<file path="config.mk">
export PLATFORM = sky130hd
export DESIGN_NAME = jtag_tap_responder
export DESIGN_NICKNAME = d
export VERILOG_FILES = /design/src/rtl/jtag_tap_responder.sv
export SDC_FILE = /design/constraint.sdc
export NUM_CORES = 1
export LEC_CHECK = 0
export BUFFER_PORTS_ARGS = -buffer_cell sky130_fd_sc_hd__buf_2
export CORE_ASPECT_RATIO = 1.4
export CORE_MARGIN = 2
export CORE_UTILIZATION = 45
export CTS_CLUSTER_DIAMETER = 40
export DETAILED_ROUTE_END_ITERATION = 6
export RECOVER_POWER = 100
export SLEW_MARGIN = 20
export SYNTH_ARGS = -nofsm -noshare
export SYNTH_HDL_FRONTEND = slang
export SYNTH_SLANG_ARGS = --single-unit
</file>
<file path="constraint.sdc">
create_clock -name CLK -period 4.3 [get_ports CLK]
set_clock_uncertainty 0.05 [all_clocks]
set_input_delay 0.645 -clock CLK [delete_from_list [all_inputs] [get_ports CLK]]
set_output_delay 0.645 -clock CLK [all_outputs]
set_load 0.02 [all_outputs]
</file>
<file path="src/rtl/jtag_tap_responder.sv">
// jtag_tap_responder: target-side JTAG TAP. Oversamples TCK/TMS/TDI/nTRST on
// CLK, runs the 16-state 1149.1 TAP FSM and implements IR, IDCODE and BYPASS.
// Optional feature macro: JTAG_USER_DR_EN adds a USER_W-bit USER data
// register (opcode 2) and the USER_REG output port.
module jtag_tap_responder #(
    parameter int              IR_W       = 4,
    parameter logic [31:0]     IDCODE_VAL = 32'h1BB0_0001,
    parameter logic [IR_W-1:0] IR_IDCODE  = {{(IR_W-1){1'b0}}, 1'b1},
    parameter int              USER_W     = 8
) (
    input  logic            CLK,
    input  logic            RST,
    input  logic            TCK,
    input  logic            TMS,
    input  logic            TDI,
    input  logic            nTRST,
    output logic            TDO,
    output logic            TDO_OE,
    output logic            RTCK,
    output logic [3:0]      TAP_STATE,
    output logic [IR_W-1:0] IR_OUT,
    output logic            UPDATE_DR
`ifdef JTAG_USER_DR_EN
    ,
    output logic [USER_W-1:0] USER_REG
`endif
);

    // DR shifter is wide enough for IDCODE and for the USER register
    localparam int DR_W = (USER_W > 32) ? USER_W : 32;

    typedef enum logic [3:0] {
        S_TLR     = 4'hF, S_RTI     = 4'hC,
        S_SELDR   = 4'h7, S_CAPDR   = 4'h6, S_SHDR    = 4'h2, S_EX1DR   = 4'h1,
        S_PAUSEDR = 4'h3, S_EX2DR   = 4'h0, S_UPDDR   = 4'h5,
        S_SELIR   = 4'h4, S_CAPIR   = 4'hE, S_SHIR    = 4'hA, S_EX1IR   = 4'h9,
        S_PAUSEIR = 4'hB, S_EX2IR   = 4'h8, S_UPDIR   = 4'hD
    } tap_state_t;

    logic r_tck_s1, r_tck_s2, r_tck_s3;
    logic r_tms_s1, r_tms_s2;
    logic r_tdi_s1, r_tdi_s2;
    logic r_ntrst_s1, r_ntrst_s2;

    tap_state_t      r_state, w_next;
    logic [IR_W-1:0] r_ir_shift, r_ir_out;
    logic [DR_W-1:0] r_dr_shift, w_dr_shifted, w_dr_capture;
    logic            r_tdo, r_tdo_oe, r_update_dr;
    logic            w_rise, w_fall, w_tap_rst, w_sel_idcode, w_sel_user;

`ifdef JTAG_USER_DR_EN
    localparam logic [IR_W-1:0] IR_USER = IR_W'(2);
    logic [USER_W-1:0] r_user_reg;
    assign w_sel_user = (r_ir_out == IR_USER);
    assign USER_REG   = r_user_reg;
`else
    assign w_sel_user = 1'b0;
`endif

    assign w_rise       = r_tck_s2 & ~r_tck_s3;
    assign w_fall       = ~r_tck_s2 & r_tck_s3;
    assign w_tap_rst    = RST | ~r_ntrst_s2;
    assign w_sel_idcode = (r_ir_out == IR_IDCODE);

    assign TDO       = r_tdo;
    assign TDO_OE    = r_tdo_oe;
    assign RTCK      = r_tck_s3;
    assign TAP_STATE = r_state;
    assign IR_OUT    = r_ir_out;
    assign UPDATE_DR = r_update_dr;

    // Pin synchronizers; only RST clears them so nTRST cannot fake a TCK edge
    always_ff @(posedge CLK) begin
        if (RST) begin
            {r_tck_s1, r_tck_s2, r_tck_s3} <= '0;
            {r_tms_s1, r_tms_s2}           <= '0;
            {r_tdi_s1, r_tdi_s2}           <= '0;
            {r_ntrst_s1, r_ntrst_s2}       <= '0;
        end else begin
            {r_tck_s1, r_tck_s2, r_tck_s3} <= {TCK, r_tck_s1, r_tck_s2};
            {r_tms_s1, r_tms_s2}           <= {TMS, r_tms_s1};
            {r_tdi_s1, r_tdi_s2}           <= {TDI, r_tdi_s1};
            {r_ntrst_s1, r_ntrst_s2}       <= {nTRST, r_ntrst_s1};
        end
    end

    // TAP state register
    always_ff @(posedge CLK) begin
        if (w_tap_rst) r_state <= S_TLR;
        else           r_state <= w_next;
    end

    // 1149.1 transition table, stepped only on a synchronized TCK rise
    always_comb begin
        w_next = r_state;
        if (w_rise) begin
            case (r_state)
                S_TLR:     w_next = r_tms_s2 ? S_TLR     : S_RTI;
                S_RTI:     w_next = r_tms_s2 ? S_SELDR   : S_RTI;
                S_SELDR:   w_next = r_tms_s2 ? S_SELIR   : S_CAPDR;
                S_CAPDR:   w_next = r_tms_s2 ? S_EX1DR   : S_SHDR;
                S_SHDR:    w_next = r_tms_s2 ? S_EX1DR   : S_SHDR;
                S_EX1DR:   w_next = r_tms_s2 ? S_UPDDR   : S_PAUSEDR;
                S_PAUSEDR: w_next = r_tms_s2 ? S_EX2DR   : S_PAUSEDR;
                S_EX2DR:   w_next = r_tms_s2 ? S_UPDDR   : S_SHDR;
                S_UPDDR:   w_next = r_tms_s2 ? S_SELDR   : S_RTI;
                S_SELIR:   w_next = r_tms_s2 ? S_TLR     : S_CAPIR;
                S_CAPIR:   w_next = r_tms_s2 ? S_EX1IR   : S_SHIR;
                S_SHIR:    w_next = r_tms_s2 ? S_EX1IR   : S_SHIR;
                S_EX1IR:   w_next = r_tms_s2 ? S_UPDIR   : S_PAUSEIR;
                S_PAUSEIR: w_next = r_tms_s2 ? S_EX2IR   : S_PAUSEIR;
                S_EX2IR:   w_next = r_tms_s2 ? S_UPDIR   : S_SHIR;
                S_UPDIR:   w_next = r_tms_s2 ? S_SELDR   : S_RTI;
                default:   w_next = S_TLR;
            endcase
        end
    end

    // DR capture value and one-bit shift of the selected length
    always_comb begin
        w_dr_capture = '0;
        if (w_sel_idcode) w_dr_capture = DR_W'(IDCODE_VAL);
`ifdef JTAG_USER_DR_EN
        else if (w_sel_user) w_dr_capture = DR_W'(r_user_reg);
`endif
        w_dr_shifted    = r_dr_shift;
        w_dr_shifted[0] = r_tdi_s2;
        if (w_sel_idcode) begin
            w_dr_shifted     = r_dr_shift >> 1;
            w_dr_shifted[31] = r_tdi_s2;
        end else if (w_sel_user) begin
            w_dr_shifted             = r_dr_shift >> 1;
            w_dr_shifted[USER_W-1]   = r_tdi_s2;
        end
    end

    // Shift registers, IR update, UPDATE_DR pulse and TDO launch
    always_ff @(posedge CLK) begin
        if (w_tap_rst) begin
            r_ir_shift  <= '0;
            r_dr_shift  <= '0;
            r_ir_out    <= IR_IDCODE;
            r_tdo       <= 1'b0;
            r_tdo_oe    <= 1'b0;
            r_update_dr <= 1'b0;
`ifdef JTAG_USER_DR_EN
            r_user_reg  <= '0;
`endif
        end else begin
            r_update_dr <= w_rise && (w_next == S_UPDDR);
            if (w_rise) begin
                case (r_state)
                    S_CAPIR: r_ir_shift <= IR_W'(1);
                    S_SHIR:  r_ir_shift <= {r_tdi_s2, r_ir_shift[IR_W-1:1]};
                    S_CAPDR: r_dr_shift <= w_dr_capture;
                    S_SHDR:  r_dr_shift <= w_dr_shifted;
                    default: ;
                endcase
                // Ex1IR/Ex2IR leave ir_shift untouched, so it is current here
                if (w_next == S_UPDIR)     r_ir_out <= r_ir_shift;
                else if (w_next == S_TLR)  r_ir_out <= IR_IDCODE;
`ifdef JTAG_USER_DR_EN
                if (w_next == S_UPDDR && w_sel_user)
                    r_user_reg <= r_dr_shift[USER_W-1:0];
`endif
            end
            if (w_fall) begin
                if (r_state == S_SHDR) begin
                    r_tdo    <= r_dr_shift[0];
                    r_tdo_oe <= 1'b1;
                end else if (r_state == S_SHIR) begin
                    r_tdo    <= r_ir_shift[0];
                    r_tdo_oe <= 1'b1;
                end else begin
                    r_tdo_oe <= 1'b0;
                end
            end
        end
    end

endmodule
</file>
**Word level (Yosys, flattened, before mapping)**

Index checks and enable logic that the tools add are counted.

- Flip-flop bits (word level): 56
- Input port bits: 6
- Word-level logic and storage cells: 81

- Bitwise operators: 6
- Equality and inequality tests: 20
- Reductions and logical operators: 14
- Mux-type cells: 24

Operator list:

| cell | number |
|---|---|
| $pmux 32 s2 | 1 |
| $pmux 4 s12 | 1 |
| $eq 4x4->1 const B | 10 |
| $mux 32 | 1 |
| $mux 29 | 1 |
| $eq 4x3->1 const B | 5 |
| $mux 4 | 4 |
| $mux 2 | 6 |
| $mux 3 | 4 |
| $eq 4x1->1 const B | 2 |
| $eq 4x2->1 const B | 2 |
| $pmux 4 s2 | 1 |
| $reduce_and 2->1 | 4 |
| $reduce_bool 2->1 | 4 |
| $mux 1 | 5 |
| $logic_not 4->1 | 1 |
| $reduce_or 2->1 | 2 |
| $not 1->1 | 3 |
| $reduce_and 3->1 | 1 |
| $reduce_or 3->1 | 1 |
| $and 1x1->1 | 2 |
| $ne 2x2->1 const B | 1 |
| $logic_and 1x1->1 | 1 |
| $or 1x1->1 | 1 |

**Logic depth before layout (Yosys ltp)**

Gate-level depths: netlist of the first run.

- Word-level depth: 7
- Gate-level depth with buffers: 7
- Mapped depth without buffers: 4

**Least setup slack after synthesis of the first run**

Ideal clock, no wire load.

- Path type: register to register
- Start point: reg r_state[1], in the netlist TAP_STATE[1]
- End point: reg r_tdo, in the netlist TDO
- Data required time: 4.116 ns
- Stages on the path, launching flop included: 6
- Path slack: 2.624 ns
- Arrival: 1.492 ns
- Library setup time: 0.134 ns
- Cell sequence: dfxtp_1 > buf_2 > or4b_1 > buf_2 > o221ai_1 > a21oi_1

- Word-level cells in the longest chain between the ends: 3
- Elaborated cells between the ends (all ways): 5
- Those cells by class: 2 x eq/ne; 1 x mux; 2 x reduce/logical

RTL lines:

| element | line | text |
|---|---|---|
| start, declared | 45 | `tap_state_t r_state, w_next;` |
| start signal, assigned | 90 | `else r_state <= w_next;` |
| $eq 4x2->1 or $eq 4x4->1 (tied branches) | 168, 171 |  |
| $reduce_bool 2->1 (no line) | - |  |
| $reduce_and 2->1 (no line) | - |  |
| end signal, assigned | 169 | `r_tdo <= r_dr_shift[0];` |
| end signal, assigned | 172 | `r_tdo <= r_ir_shift[0];` |
| end, declared | 48 | `logic r_tdo, r_tdo_oe, r_update_dr;` |

Several ways; a longest one is shown, not always the timed one.
A chain may end at the register's enable or synchronous reset.

**Final worst setup path of the first run**

- Start point: in RST
- End point: reg r_ir_out[3], in the netlist IR_OUT[3]

- Word-level cells in the longest chain between the ends: 1

RTL lines:

| element | line | text |
|---|---|---|
| start, declared | 12 | `input logic RST,` |
| $or 1x1->1 | 62 | `assign w_tap_rst = RST \| ~r_ntrst_s2;` |
| end signal, assigned | 160 | `if (w_next == S_UPDIR) r_ir_out <= r_ir_shift;` |
| end, declared | 46 | `logic [IR_W-1:0] r_ir_shift, r_ir_out;` |

No other way between the ends.

==> reports/qor.txt, run 1 <==
status -> complete, but fails checks
failing checks -> max-capacitance violations, max-slew violations
min Tclk post-route -> 2.77 ns
WS Path Type -> input port to register
sequential fraction of the synthesis area -> 50.8%
antenna viol nets, final -> 0
vias -> 1734
final net count -> 265
post-route setup slack -> 1.53 ns
Least-Margin Pin Slew -> 1.53 ns
post-DP HPWL -> 2580 um
CP Cell Sequence -> clkbuf_1 -> nand2b_1 -> clkbuf_1 -> nor4b_1 -> and2_0 -> a22o_1
most frequent cell after synthesis -> dfxtp_1
Yosys reg bits -> 56
Resize count post-CTS -> 0
layout cells sized above 1 -> 6.15%
Final TNS setup -> 0 ns
fillers -> 523
period utilisation layout -> 64.5%
Die X -> 63.2 um
worst hold path type -> register to register
crit-path most repeated cell -> clkbuf_1
Detailed Route Iter0 Violations -> 162
DRC -> 0
startpoint types -> input port
gr usage total -> 15.8%
hold_buf cts -> 0
RePlAce Congestion -> 0.772
ys async rst share -> 0%
core area -> 4800 um2
Yosys top cell by area -> dfxtp_1
Post-CTS Setup Bufs -> 0
die footprint -> 5490 um2
worst-path fanout max -> 33
largest net degree at the start of global routing -> 39
Max-slew headroom -> -1.87%
FF-to-FF path depth -> 5
Final Hold Viols -> 0
Pins Over Slew Limit -> 34
die height -> 86.9 um
CTS max path bufs -> 2
Overflow after GRT -> 0
syn_nets -> 261
row cnt -> 30
CP Capture Type -> register
RSZ-0062 raised after global routing -> false
mapped cell area -> 2210 um2
antenna diode count -> 0
Clk pin slew, worst setup/hold paths -> 0.09 ns
Hold Crit Depth -> 1
routed len/inst -> 12.6 um
Slowest-stage cell, CP -> clkbuf_1
CTS root buffer -> clkbuf_8
ys flop type -> dfxtp_1
Inserted Clock Buffers -> 5
Initial Utilization -> 45.9%
syn avg cell area -> 8.66 um2
post-synth cell types -> 42
reg-to-reg endpoint -> IR_OUT[3]$_SDFFE_PP0P_
critical path's top delay family -> buffers and inverters
worst hold start -> r_tdi_s1$_SDFF_PP0_
Synth top cells by count -> dfxtp_1, nand2_1, a21oi_1, nand3_1, nor2_1
synth top area cells -> dfxtp_1, a21oi_1, nand3_1
initial antenna violation count -> 0
RR Startpoint -> r_ntrst_s2$_SDFF_PP0_
WL final -> 4090 um
Setup WS pre-CTS -> 1.91 ns
CTS sink cnt -> 56
Skew-Pair Late Insertion Delay -> 0.30 ns
flop2flop setup slack -> 1.99 ns
EDFF count, synth -> 0
Tot Pwr -> 0.818 mW
CTS tree -> built
Max Cap Viol -> 1
cell count after synthesis -> 255
vias in the first global route -> 1568
WHS Endpoint -> r_tdi_s2$_SDFF_PP0_
# setup viols final -> 0
Synth top area share -> 50.8%
Achievable Freq -> 361 MHz
vias per cell -> 5.35
Worst EP required -> 4.46 ns
Lkg Pwr -> 0.764 nW
global-route wire length before repair -> 7040 um
Pwr Density -> 348 nW/um2
Arrival @ worst endpoint -> 2.93 ns
VDD IR max -> 0.176 mV
CTS HTree Levels -> 2
fin util -> 49.0%
Bufs and invs on worst path -> 2
Area Overhead vs Synth -> 6.58%
max incr delay on CP -> 1.11 ns
Yosys warnings -> 0
Port Buffers -> 17
drt pass-1 iters -> 4
io pins -> 18
sequential cells by signal (all words and copies together) (netlist names):
register / count
r_tdi_s1: 1
r_tck_s2: 1
r_ntrst_s2: 1
TDO: 1
r_tms_s1: 1
UPDATE_DR: 1
TDO_OE: 1
r_ir_shift: 4
IR_OUT: 4
r_ntrst_s1: 1
r_tms_s2: 1
TAP_STATE: 4
r_dr_shift: 32
RTCK: 1
r_tdi_s2: 1
r_tck_s1: 1
report_power, final:
part | switching [mW] | leakage (nW) | total, mW | internal (mW)
Clock | 0.162 | 0.0424 | 0.279 | 0.117
Sequential | 0.00243 | 0.453 | 0.524 | 0.522
Combinational | 0.00935 | 0.269 | 0.0155 | 0.00610
Total | 0.174 | 0.764 | 0.818 | 0.645
worst reg2reg max path: cells and delay by family, from the launching register on:
| family | cells | cell delay [ns] |
|---|---|---|
| AO/OA/AOI/OAI | 1 | 0.25 |
| flip-flops | 1 | 0.31 |
| AND/OR/NAND/NOR | 3 | 0.50 |
| buffers and inverters | 1 | 1.11 |
placed cells by master (no fill, tap or decap), types with 2 or more instances in the layout:
cell      count
nor2_1       12
clkbuf_8      5
a22o_1        3
o31ai_1       7
nor3_1        3
inv_1         3
o221ai_1      2
nor3b_1       2
nor2b_1      11
clkbuf_1     16
nand2_1      34
buf_2         4
nand2b_1      5
a31oi_1       2
or3b_1        3
and2_0        2
dfxtp_1      56
o22ai_1       2
a21oi_1      31
nand3_1      31
o21ai_0       5
worst max-delay path by stage:
stage	startpoint	end	slack (ns)	depth (start not counted)
6_report	RST	IR_OUT[3]$_SDFFE_PP0P_	1.53	6
2_1_floorplan	TAP_STATE[1]$_SDFF_PP1_	TDO$_SDFFE_PP0P_	2.62	5
3_3_place_gp	RST	r_dr_shift[20]$_SDFFE_PP0P_	1.97	4
5_1_grt	RST	IR_OUT[3]$_SDFFE_PP0P_	1.25	6
3_5_place_dp	RST	r_dr_shift[27]$_SDFFE_PP0P_	1.91	4
4_1_cts	TAP_STATE[1]$_SDFF_PP1_	r_dr_shift[18]$_SDFFE_PP0P_	2.10	4
routing by layer:
| metal | GRT usage, % | wire length (um) |
|---|---|---|
| met5 | 0 | 0 |
| met4 | 7.71 | 68 |
| met3 | 2.33 | 82 |
| met2 | 27.3 | 1980 |
| met1 | 19.4 | 1960 |
final cells by class:
cell class / instances / area (um2) / area share, %
Sequential cell: 56 / 1120 / 47.7
Multi-Input combinational cell: 173 / 971 / 41.3
Timing Repair Buffer: 19 / 80.1 / 3.40
Tap cell: 64 / 80.1 / 3.40
Clock buffer: 7 / 76.3 / 3.24
Inverter: 4 / 15.0 / 0.638
Clock inverter: 1 / 8.76 / 0.372
stage by stage:
| stage | std cells | hold WS (ns) | instance area, um2 |
|---|---|---|---|
| global placement | 316 | 0.373 | 2290 |
| CTS | 324 | 0.405 | 2370 |
| global route | 324 | 0.415 | 2350 |
| floorplan | 255 | 0.364 | 2210 |
| detailed placement | 316 | 0.381 | 2290 |
| finish | 324 | 0.395 | 2350 |
logic make-up (layout without fill, tap and decap cells):
family | Yosys count | in the layout | synth area share [%]
AO/OA/AOI/OAI | 61 | 61 | 17.2
AND/OR/NAND/NOR | 112 | 112 | 26.8
flip-flops | 56 | 56 | 50.8
buffers and inverters | 26 | 31 | 5.21
Power figures use the tool's default switching activity.
==> inputs of run 2 (changes only) <==
==> constraint.sdc (replaced) <==
create_clock -name CLK -period 2.9 [get_ports CLK]
set_clock_uncertainty 0.05 [all_clocks]
set_input_delay 0.435 -clock CLK [delete_from_list [all_inputs] [get_ports CLK]]
set_output_delay 0.435 -clock CLK [all_outputs]
set_load 0.02 [all_outputs]
==> reports/qor.txt, run 2 (synthesis gave the netlist of run 1 again) <==
layout cells sized above 1 -> 6.49% (was 6.15%)
Overflow after GRT -> 0 (unchanged)
Area Overhead vs Synth -> 7.37% (was 6.58%)
vias per cell -> 5.27 (was 5.35)
Tot Pwr -> 1.24 mW (was 0.818 mW)
commonest non-fill, non-tap cells in the layout -> dfxtp_1, nand2_1, a21oi_1 (was dfxtp_1, nand2_1, a21oi_1, nand3_1, clkbuf_1)
CTS root buffer -> clkbuf_8 (unchanged)
Largest register FFs -> 32 (unchanged)
Pwr Density -> 524 nW/um2 (was 348 nW/um2)
post-route setup slack -> 0.841 ns (was 1.53 ns)
CP Capture Type -> register (unchanged)
Max Cap Viol -> 0 (was 1)
drt pass-1 iters -> 4 (unchanged)
worst hold path type -> input port to register (was register to register)
startpoint types -> register (was input port)
hold_buf cts -> 0 (unchanged)
Max-slew headroom -> 26.9% (was -1.87%)
global-route wire length before repair -> 7130 um (was 7040 um)
antenna viol nets, final -> 0 (unchanged)
CTS sink cnt -> 56 (unchanged)
Port Buffers -> 17 (unchanged)
period utilisation layout -> 71.0%
CTS max path bufs -> 2 (unchanged)
Resize count post-CTS -> 0 (unchanged)
# setup viols final -> 0 (unchanged)
RePlAce Congestion -> 0.721 (was 0.772)
Detailed Route Iter0 Violations -> 113 (was 162)
Setup WS pre-CTS -> 0.891 ns (was 1.91 ns)
worst-path fanout max -> 24 (was 33)
vias in the first global route -> 1589 (was 1568)
initial antenna violation count -> 0 (unchanged)
Post-CTS Setup Bufs -> 0 (unchanged)
RR Startpoint -> TAP_STATE[1]$_SDFF_PP1_ (was r_ntrst_s2$_SDFF_PP0_)
Worst EP required -> 3.08 ns (was 4.46 ns)
antenna diode count -> 0 (unchanged)
Initial Utilization -> 45.9% (unchanged)
post-DP HPWL -> 2560 um (was 2580 um)
die height -> 86.9 um (unchanged)
routed len/inst -> 12.4 um (was 12.6 um)
Die X -> 63.2 um (unchanged)
core area -> 4800 um2 (unchanged)
io pins -> 18 (unchanged)
fillers -> 503 (was 523)
status -> finished clean (was complete, but fails checks)
Final TNS setup -> 0 ns (unchanged)
flop2flop setup slack -> 0.84 ns (was 1.99 ns)
WS Path Type -> register to register (was input port to register)
RSZ-0062 raised after global routing -> false (unchanged)
WL final -> 4050 um (was 4090 um)
Final Hold Viols -> 0 (unchanged)
WHS Endpoint -> r_tms_s1$_SDFF_PP0_ (was r_tdi_s2$_SDFF_PP0_)
reg-to-reg endpoint -> r_dr_shift[16]$_SDFFE_PP0P_ (was IR_OUT[3]$_SDFFE_PP0P_)
FF+latch area -> 1120 um2 (unchanged)
Skew-Pair Late Insertion Delay -> 0.31 ns (was 0.30 ns)
FF-to-FF path depth -> 4 (was 5)
min Tclk post-route -> 2.06 ns
VDD IR max -> 0.371 mV (was 0.176 mV)
Clk pin slew, worst setup/hold paths -> 0.10 ns (was 0.09 ns)
Biggest register -> r_dr_shift (unchanged)
CTS HTree Levels -> 2 (unchanged)
CTS tree -> built (unchanged)
vias -> 1717 (was 1734)
Achievable Freq -> 486 MHz
commonest non-fill, non-tap cell in the layout -> dfxtp_1 (unchanged)
Inserted Clock Buffers -> 5 (unchanged)
die footprint -> 5490 um2 (unchanged)
worst hold start -> TMS (was r_tdi_s1$_SDFF_PP0_)
Least-Margin Pin Slew -> 1.10 ns (was 1.53 ns)
largest net degree at the start of global routing -> 39 (unchanged)
gr usage total -> 16.2% (was 15.8%)
Hold Crit Depth -> 2 (was 1)
Pins Over Slew Limit -> 0 (was 34)
hold slack final -> 0.279 ns (was 0.395 ns)
DRC -> 0 (unchanged)
Lkg Pwr -> 0.779 nW (was 0.764 nW)
Arrival @ worst endpoint -> 2.24 ns (was 2.93 ns)
multi-input logic area -> 967 um2 (was 971 um2)
row cnt -> 30 (unchanged)
final net count -> 267 (was 265)
[run 2: cell count changes in the layout (fill, tap and decap cells not counted), sizes merged]
| cell | previous run | this run |
|---|---|---|
| buf | 5 | 6 |
| clkbuf | 21 | 22 |
| clkinv | 1 | 0 |
| clkinvlp | 0 | 1 |
[run 2: final cells by class]
| type | instances | area share, % |
|---|---|---|
| clock buffer | 7 | 3.64 |
| clock inverter | 1 | 0.317 |
| inverter | 4 | 0.634 |
| multi-input combinational | 173 | 40.8 |
| sequential | 56 | 47.3 |
| tap | 64 | 3.38 |
| timing repair buffer | 21 | 3.91 |
[run 2: worst max-delay path by stage]
stage                                        from                          end  slack, ns
after floorplan           TAP_STATE[1]$_SDFF_PP1_             TDO$_SDFFE_PP0P_       1.22
after global placement    TAP_STATE[1]$_SDFF_PP1_  r_dr_shift[19]$_SDFFE_PP0P_       0.93
after detailed placement  TAP_STATE[1]$_SDFF_PP1_  r_dr_shift[16]$_SDFFE_PP0P_       0.89
after CTS                 TAP_STATE[1]$_SDFF_PP1_  r_dr_shift[16]$_SDFFE_PP0P_       0.85
after global routing      TAP_STATE[1]$_SDFF_PP1_   r_dr_shift[4]$_SDFFE_PP0P_       0.55
final                     TAP_STATE[1]$_SDFF_PP1_  r_dr_shift[16]$_SDFFE_PP0P_       0.84
[run 2: layer usage]
layer	global-route usage (%)	wire length [um]	vias to the layer above
li1	-	-	896
met1	19.8	1920	785
met2	27.6	1920	30
met3	3.49	142	6
met4	7.11	71	0
met5	0	0	-
[run 2: worst max-delay path: stages (launching register included)]
cell and delay [ns]:
dfxtp_1 0.58, nor3b_1 0.34, o211a_1 0.68, nand3_1 0.15, a21oi_1 0.17
[run 2: where the power goes]
| group | internal (mW) | total [mW] | switching [mW] |
|---|---|---|---|
| logic | 0.00947 | 0.0234 | 0.0139 |
| registers | 0.774 | 0.777 | 0.00340 |
| clock network | 0.195 | 0.442 | 0.247 |
| total | 0.978 | 1.24 | 0.265 |
[run 2: through the flow]
stage | util (%) | area (um2) | cells
final | 49.3 | 2370 | 326
after global placement | 47.9 | 2300 | 318
after detailed placement | 47.9 | 2300 | 318
after floorplan | - | 2210 | 255
after CTS | 49.9 | 2400 | 326
after global routing | 49.3 | 2370 | 326
==> inputs of run 3 (changes only) <==
==> constraint.sdc (replaced) <==
create_clock -name CLK -period 1.9 [get_ports CLK]
set_clock_uncertainty 0.05 [all_clocks]
set_input_delay 0.285 -clock CLK [delete_from_list [all_inputs] [get_ports CLK]]
set_output_delay 0.285 -clock CLK [all_outputs]
set_load 0.02 [all_outputs]
==> reports/qor.txt, run 3 (synthesis gave the netlist of run 1 again) <==
CP Capture Type -> register (unchanged)
Inserted Clock Buffers -> 5 (unchanged)
worst hold path type -> input port to register (unchanged)
antenna viol nets, final -> 0 (unchanged)
Least-Margin Pin Slew -> 0.455 ns (was 1.10 ns)
commonest non-fill, non-tap cells in the layout -> dfxtp_1, nand2_1, a21oi_1, nand3_1, clkbuf_1 (was dfxtp_1, nand2_1, a21oi_1)
initial antenna violation count -> 0 (unchanged)
Critical path origin -> TAP_STATE[0]$_SDFF_PP1_ (was TAP_STATE[1]$_SDFF_PP1_)
startpoint types -> register (unchanged)
RSZ-0062 raised after global routing -> false (unchanged)
min Tclk post-route -> 1.73 ns (was 2.06 ns)
vias in the first global route -> 1586 (was 1589)
Overflow after GRT -> 0 (unchanged)
worst hold start -> TDI (was TMS)
Biggest register -> r_dr_shift (unchanged)
Psw -> 0.415 mW (was 0.265 mW)
Skew-Pair Late Insertion Delay -> 0.31 ns (about the same)
vias per cell -> 5.34 (was 5.27)
CTS root buffer -> clkbuf_8 (unchanged)
RePlAce Congestion -> 0.843 (was 0.721)
Pins Over Slew Limit -> 0 (unchanged)
layout cells sized above 1 -> 10.4% (was 6.49%)
CTS tree -> built (unchanged)
global-route wire length before repair -> 7290 um (was 7130 um)
CTS HTree Levels -> 2 (unchanged)
Reg power frac -> 63.3% (was 62.6%)
Pwr Density -> 764 nW/um2 (was 524 nW/um2)
final net count -> 274 (was 267)
Detailed Route Iter0 Violations -> 60 (was 113)
CTS sink cnt -> 56 (unchanged)
antenna diode count -> 0 (unchanged)
routed len/inst -> 13.1 um (was 12.4 um)
Die X -> 63.2 um (unchanged)
die footprint -> 5490 um2 (unchanged)
switching share of power -> 22.1% (was 21.3%)
Max Cap Viol -> 0 (unchanged)
hold_buf cts -> 0 (unchanged)
WL final -> 4360 um (was 4050 um)
Max-slew headroom -> 69.3% (was 26.9%)
status -> finished clean (unchanged)
clock power share -> 34.7% (was 35.6%)
RR Startpoint -> TAP_STATE[0]$_SDFF_PP1_ (was TAP_STATE[1]$_SDFF_PP1_)
core area -> 4800 um2 (unchanged)
period utilisation layout -> 91.1% (was 71.0%)
Area Overhead vs Synth -> 11.3% (was 7.37%)
# setup viols final -> 0 (unchanged)
Arrival @ worst endpoint -> 1.93 ns (was 2.24 ns)
gr usage total -> 17.0% (was 16.2%)
largest net degree at the start of global routing -> 39 (unchanged)
io pins -> 18 (unchanged)
Achievable Freq -> 578 MHz (was 486 MHz)
Final Hold Viols -> 0 (unchanged)
CTS max path bufs -> 2 (unchanged)
die height -> 86.9 um (unchanged)
Resize count post-CTS -> 0 (unchanged)
Largest register FFs -> 32 (unchanged)
fillers -> 522 (was 503)
Port Buffers -> 17 (unchanged)
drt pass-1 iters -> 4 (unchanged)
DRC -> 0 (unchanged)
Final TNS setup -> 0 ns (unchanged)
Clk pin slew, worst setup/hold paths -> 0.10 ns (about the same)
Post-CTS Setup Bufs -> 0 (unchanged)
VDD IR max -> 0.552 mV (was 0.371 mV)
vias -> 1777 (was 1717)
commonest non-fill, non-tap cell in the layout -> dfxtp_1 (unchanged)
Combinational Power Share -> 2.0% (was 1.9%)
hold slack final -> 0.129 ns (was 0.279 ns)
row cnt -> 30 (unchanged)
post-DP HPWL -> 2850 um (was 2560 um)
Worst EP required -> 2.10 ns (was 3.08 ns)
worst-path fanout max -> 12 (was 24)
Int Power -> 1.46 mW (was 0.978 mW)
WS Path Type -> register to register (unchanged)
Initial Utilization -> 45.9% (unchanged)
Lkg Pwr -> 0.812 nW (was 0.779 nW)
-- run 3: layout make-up --
| cell class | instances | area [um2] | share of cell area, % |
|---|---|---|---|
| well taps | 64 | 80.1 | 3.26 |
| clock buffers | 6 | 72.6 | 2.95 |
| repair buffers | 28 | 179 | 7.28 |
| multi-input cells | 173 | 971 | 39.5 |
| inverters | 4 | 15.0 | 0.611 |
| flip-flops and latches | 56 | 1120 | 45.7 |
| clock inverters | 2 | 16.3 | 0.662 |
-- run 3: metal layers --
metal  global-route usage [%]  vias to the layer above  wire length [um]
li1                         -                      909                 -
met1                     20.5                      835              1960
met2                     28.5                       31              2230
met3                     4.27                        2               139
met4                     8.30                        0                32
met5                        0                        -                 0
-- run 3: per-stage QoR --
stage	cells	cell area [um2]	setup WS, ns	utilization (%)	power (mW)
after floorplan	255	2210	0.224	-	1.24
after global placement	325	2390	0.184	49.8	1.25
after detailed placement	325	2390	0.115	49.8	1.25
after CTS	333	2480	0.0971	51.6	1.90
after global routing	333	2460	0.0453	51.1	1.95
final	333	2460	0.169	51.1	1.88
-- run 3: critical path: stages (launching register included) --
cell      delay [ns]
dfxtp_1         0.42
nand2b_1        0.22
or3_1           0.43
or3b_1          0.42
a21oi_2         0.14
-- run 3: power by group through the flow --
stage,combinational (mW),clock [mW],sequential (mW)
floorplan,0.0256,0,1.21
global placement,0.0388,0,1.21
detailed placement,0.0392,0,1.22
CTS,0.0393,0.674,1.19
global route,0.0422,0.719,1.19
finish,0.0379,0.650,1.19
-- run 3: path summary, 6_finish.rpt --
| path | depth (start not counted) | slack [ns] | endpoint |
|---|---|---|---|
| max reg2reg | 4 | 0.17 | r_ir_shift[3]$_SDFFE_PP0P_ |
| min reg2reg | 1 | 0.39 | r_tms_s2$_SDFF_PP0_ |
| min | 2 | 0.13 | r_tdi_s1$_SDFF_PP0_ |
| max | 4 | 0.17 | r_ir_shift[3]$_SDFFE_PP0P_ |
